<file path="src/rtl/pdm_pkg.sv">
// pdm_pkg: shared state encoding, default widths and saturating increment for path_delay_monitor
package pdm_pkg;
  typedef enum logic [2:0] {IDLE, LAUNCH, WAIT, EVAL, FIN} state_t;
  localparam int CNT_W_DEF = 16;
  localparam int DLY_W_DEF = 8;
  function automatic logic [31:0] sat_inc(input logic [31:0] v, input int w);
    logic [31:0] m;
    m = (w >= 32) ? '1 : ((32'd1 << w) - 32'd1);
    return (v >= m) ? v : v + 32'd1;
  endfunction
endpackage

</file>
<file path="src/rtl/pdm_sync.sv">
// pdm_sync: optional flop chain on the path output, pass-through when STAGES is 0
module pdm_sync #(
  parameter int STAGES = 0
) (
  input  logic clk,
  input  logic rst,
  input  logic d,
  output logic q
);
  if (STAGES == 0) begin : g_pass
    logic unused_pass;
    assign unused_pass = clk ^ rst;
    assign q = d;
  end else begin : g_chain
    logic [STAGES-1:0] sr;
    // shift the path output through the chain, oldest bit drives q
    always_ff @(posedge clk)
      sr <= rst ? '0 : STAGES'({sr, d});
    assign q = sr[STAGES-1];
  end
endmodule

</file>
<file path="src/rtl/path_delay_monitor.sv">
// path_delay_monitor: launch/capture delay-fault monitor around one path; PDM_FIRST_FAIL_EN adds first-fail capture
module path_delay_monitor
  import pdm_pkg::*;
#(
  parameter int CNT_W = CNT_W_DEF,
  parameter int DLY_W = DLY_W_DEF,
  parameter bit PATH_INV = 1'b0,
  parameter int SYNC_STAGES = 0
) (
  input  logic             clk,
  input  logic             rst,
  input  logic             start,
  input  logic [CNT_W-1:0] num_trials,
  input  logic [DLY_W-1:0] capture_cyc,
  input  logic [DLY_W-1:0] settle_cyc,
  output logic             launch_o,
  input  logic             path_i,
  output logic             busy,
  output logic             done,
  output logic [CNT_W-1:0] trial_count,
  output logic [CNT_W-1:0] late_count,
  output logic [CNT_W-1:0] func_count,
`ifdef PDM_FIRST_FAIL_EN
  output logic [CNT_W-1:0] first_fail_idx,
  output logic             first_fail_valid,
`endif
  output logic             fault_seen
);
  state_t state, state_n;
  logic [CNT_W-1:0] n_lat;
  logic [DLY_W:0] cap_eff, set_eff, cnt, cap_in, set_in;
  logic expected, early_smp, late_smp, path_s, fail_late, fail_early, last;

  function automatic logic [CNT_W-1:0] inc(input logic [CNT_W-1:0] v);
    return CNT_W'(sat_inc(32'(v), CNT_W));
  endfunction

  pdm_sync #(.STAGES(SYNC_STAGES)) u_sync (.clk(clk), .rst(rst), .d(path_i), .q(path_s));

  assign busy = state inside {LAUNCH, WAIT, EVAL};
  assign done = state == FIN;

  // effective sample points (one extra bit so settle never wraps) and trial outcome decode
  always_comb begin
    cap_in = (capture_cyc == '0) ? (DLY_W+1)'(1) : {1'b0, capture_cyc};
    set_in = ({1'b0, settle_cyc} <= cap_in) ? cap_in + (DLY_W+1)'(1) : {1'b0, settle_cyc};
    fail_late = late_smp != expected;
    fail_early = early_smp != expected;
    last = trial_count == n_lat - CNT_W'(1);
  end

  // next-state logic
  always_comb begin
    state_n = state;
    unique case (state)
      IDLE:    state_n = start ? ((num_trials == '0) ? FIN : LAUNCH) : IDLE;
      LAUNCH:  state_n = WAIT;
      WAIT:    state_n = (cnt == set_eff) ? EVAL : WAIT;
      EVAL:    state_n = last ? FIN : LAUNCH;
      default: state_n = IDLE;
    endcase
  end

  // state register, launch/sample datapath and result counters
  always_ff @(posedge clk) begin
    if (rst) begin
      state <= IDLE;
      launch_o <= 1'b0;
      expected <= 1'b0;
      early_smp <= 1'b0;
      late_smp <= 1'b0;
      cnt <= '0;
      cap_eff <= '0;
      set_eff <= '0;
      n_lat <= '0;
      trial_count <= '0;
      late_count <= '0;
      func_count <= '0;
      fault_seen <= 1'b0;
`ifdef PDM_FIRST_FAIL_EN
      first_fail_idx <= '0;
      first_fail_valid <= 1'b0;
`endif
    end else begin
      state <= state_n;
      unique case (state)
        IDLE: if (start) begin
          n_lat <= num_trials;
          cap_eff <= cap_in;
          set_eff <= set_in;
          trial_count <= '0;
          late_count <= '0;
          func_count <= '0;
          fault_seen <= 1'b0;
`ifdef PDM_FIRST_FAIL_EN
          first_fail_idx <= '0;
          first_fail_valid <= 1'b0;
`endif
        end
        LAUNCH: begin
          launch_o <= ~launch_o;
          expected <= ~launch_o ^ PATH_INV;
          cnt <= (DLY_W+1)'(1);
        end
        WAIT: begin
          cnt <= cnt + (DLY_W+1)'(1);
          if (cnt == cap_eff) early_smp <= path_s;
          if (cnt == set_eff) late_smp <= path_s;
        end
        EVAL: begin
          trial_count <= inc(trial_count);
          if (fail_late) func_count <= inc(func_count);
          else if (fail_early) late_count <= inc(late_count);
          if (fail_late || fail_early) fault_seen <= 1'b1;
`ifdef PDM_FIRST_FAIL_EN
          if ((fail_late || fail_early) && !first_fail_valid) begin
            first_fail_idx <= trial_count;
            first_fail_valid <= 1'b1;
          end
`endif
        end
        default: ;
      endcase
    end
  end
endmodule

</file>
<file path="config.mk">
export PLATFORM = sky130hd
export DESIGN_NAME = path_delay_monitor
export DESIGN_NICKNAME = d
export VERILOG_FILES = /design/src/rtl/pdm_pkg.sv /design/src/rtl/pdm_sync.sv /design/src/rtl/path_delay_monitor.sv
export SDC_FILE = /design/constraint.sdc
export NUM_CORES = 1
export LEC_CHECK = 0
export ABC_AREA = 1
export CORE_MARGIN = 3
export CORE_UTILIZATION = 59
export DETAILED_ROUTE_END_ITERATION = 6
export GPL_TIMING_DRIVEN = 0
export PLACE_DENSITY = 0.85
export SKIP_CTS_REPAIR_TIMING = 1
export SLEW_MARGIN = 25
export SYNTH_ARGS = -nofsm -noshare
export SYNTH_HDL_FRONTEND = slang
export SYNTH_SLANG_ARGS = --single-unit
</file>
<file path="constraint.sdc">
create_clock -name clk -period 3.4 [get_ports clk]
set_clock_uncertainty 0.05 [all_clocks]
set_input_delay 0.34 -clock clk [delete_from_list [all_inputs] [get_ports clk]]
set_output_delay 0.34 -clock clk [all_outputs]
set_load 0.01 [all_outputs]
</file>
==> metrics.txt <==
status=completed; Routed WL=16.4 mm; Antenna Violating Nets Remaining=0; P_leak=approximately 2.9 nW; critical path required time=3600 ps; Yosys top cell area share=33.6%; die span in x=105 um; initial DRC count=370; synth top area cells=dfxtp_1, nand2_1, inv_1, nor2_1, a21oi_1; fillcell total=776; CTS tree=done; Mean Syn Cell Area=around 6.6 um2; global-route met1 utilization=39.5%; global-route wire length before repair=approximately 27 mm; Via density=5.54; starting density of the core=about three fifths; fin area=roughly 7000 um2; most common cell after layout, fill and taps aside=nand2_1; Placed Area=roughly 6800 um2; RSZ-0062 raised after global routing=no; Worst Hold Class=register to register; port bufs=87; most frequent cells in the layout=nand2_1, inv_1, dfxtp_1, nor2_1, clkdlybuf4s50_1; GP Congestion=between 0.9 and 1; Layout area overhead=20.8%; wire length per cell=14.8 um; total track usage=29.8%; Crit. Startpoint=capture_cyc[6]; via count=6138; Mapped Cells=875; Clock Latency Late Sink=370 ps; final non-filler cell total=1107; htree depth=3; DIE AREA=roughly 11000 um2; worst vdd ir=0.289 mV; FF-to-FF Start=trial_count[1]$_SDFFE_PP0P_; placed cells=1091; Crit Path Max Fanout=10; # IOs=88; FF+latch count, synth=97; Die Y-Extent=~100 um; RR Endpoint=trial_count[5]$_SDFFE_PP0P_; DRC Markers=0; core area=9370 um2; Max Root-Sink Buffers=2; # setup viols final=0; Most Crowded Layer GR=met2; Comb pwr share=23.2%; met2 usage=49.5%; initial antenna violation count=0; TritonCTS buffer count=9; Worst-path clk slew=90 ps; FMAX=369 MHz; root buf cell=clkbuf_8; Detail Placement HPWL=around 13 mm; pin count of the biggest net entering global routing=17; Setup crit end=set_eff[7]$_SDFFE_PP0P_; max_cap viols=0; Yosys top cell by area=dfxtp_1; M3 GR Usage=4.94%; Ys Warns=0; FF-to-FF path depth=11; Setup TNS=0 ps; final worst-path cycle share=79.7%; Net Sw Frac=33.0%; share of cells above drive strength 1=under 10%; Internal=0.00167 W; part of the power in the clock network=27.4%; Rows=35; slack of the worst reg-to-reg path=approximately 1300 ps; Worst Tran Pin Value=757 ps; Tmin final=approximately 2700 ps; post-synthesis sequential area ratio=around 34%; WP data arrival=2910 ps; router iterations before antenna repair=5; max_slew headroom=49.1%; CTS Sinks=between 90 and 100; Syn Std Cell Area=5780 um2; CP Capture Type=register; Flop pwr share=between 40 and 50%; vias in the first global route=5640; pwr dens=357 nW/um2; final slew viol count=0; Final Net Count=1022; Crit Path Class=input pin to register; Critical Path Source Type=input pin; Distinct cells, synth=44; Final Hold Fails=0; grt ovf=0; sw power=0.000821 W; n_diodes=0; post-synth net total=924
[worst min-delay path by stage]
stage	startpoint	to	cells past startpoint
after floorplan	set_eff[1]$_SDFFE_PP0P_	set_eff[1]$_SDFFE_PP0P_	2
after CTS	set_eff[5]$_SDFFE_PP0P_	set_eff[5]$_SDFFE_PP0P_	2
after detailed placement	set_eff[1]$_SDFFE_PP0P_	set_eff[1]$_SDFFE_PP0P_	2
after global placement	set_eff[5]$_SDFFE_PP0P_	set_eff[5]$_SDFFE_PP0P_	2
after global routing	set_eff[5]$_SDFFE_PP0P_	set_eff[5]$_SDFFE_PP0P_	2
final	set_eff[5]$_SDFFE_PP0P_	set_eff[5]$_SDFFE_PP0P_	2
[critical path: stages]
cell and delay (ps):
clkdlybuf4s50_1 440, inv_1 150, nand4_1 120, o21ai_0 310
ha_1 210, inv_1 40, a21oi_1 130, o21ai_0 90
nand2_1 60, o211ai_1 120, nand2_1 200, clkbuf_1 350
o21ai_0 160, o211ai_1 110, nand2_1 80
[Yosys cell counts (all sizes together)]
cell type,n
o21ai,45
o21a,3
o211ai,5
nand2,221
clkinv,1
xnor2,11
nor3,25
ha,13
a311oi,2
inv,124
or2,5
a21oi,64
a22oi,4
dfxtp,97
nor4,9
buf,12
a211oi,7
o22ai,16
nand3b,4
a31oi,1
nor3b,1
xor2,23
nor2,99
and2,1
clkbuf,8
and3,2
nand3,41
nand4,30
a221oi,1
[stage by stage]
stage                     utilization (%)  power [W]  setup WS, ps  hold WS [ps]
after floorplan                         -    0.00164          1260           393
after global placement               72.7    0.00181           448           408
final                                74.5    0.00249           690           426
after global routing                 74.5    0.00263           474           449
after detailed placement             72.7    0.00182           364           414
after CTS                            74.5    0.00250           749           429
[flip-flops by register name (all words and copies together) (netlist names), 3 cells and up]
| register | flops |
|---|---|
| cnt | 9 |
| cap_eff | 8 |
| n_lat | 16 |
| trial_count | 16 |
| set_eff | 9 |
| state | 3 |
| func_count | 16 |
| late_count | 16 |
[cell type report]
type | instances | area (um2) | area share [%]
timing repair buffer | 87 | 871 | 12.5
clock buffer | 11 | 131 | 1.88
buffer | 20 | 104 | 1.49
inverter | 125 | 469 | 6.72
tap | 129 | 161 | 2.31
sequential | 97 | 1940 | 27.8
multi-input combinational | 633 | 3260 | 46.8
clock inverter | 5 | 38.8 | 0.556
[kinds of logic after synthesis]
family,Yosys count,share of synthesized area (%)
AND/OR/NAND/NOR,438,34.2
AO/OA/AOI/OAI,148,14.3
buffers and inverters,145,9.92
flip-flops,97,33.6
XOR/XNOR,34,5.15
adder cells (fa/ha/maj),13,2.81
[power by group through the flow]
stage                     clock network, W  registers [W]  logic [W]
after CTS                         0.000695        0.00123   0.000571
after global routing              0.000742        0.00124   0.000646
after detailed placement                 0        0.00126   0.000569
after global placement                   0        0.00125   0.000552
after floorplan                          0        0.00124   0.000394
final                             0.000682        0.00123   0.000577
[per-layer routing]
metal | wire length [um] | vias to the layer above
li1 | - | 3065
met1 | 6840 | 2788
met2 | 7840 | 254
met3 | 1290 | 31
met4 | 407 | 0
met5 | 0 | -
No activity file was read; power rests on OpenSTA's default activity.
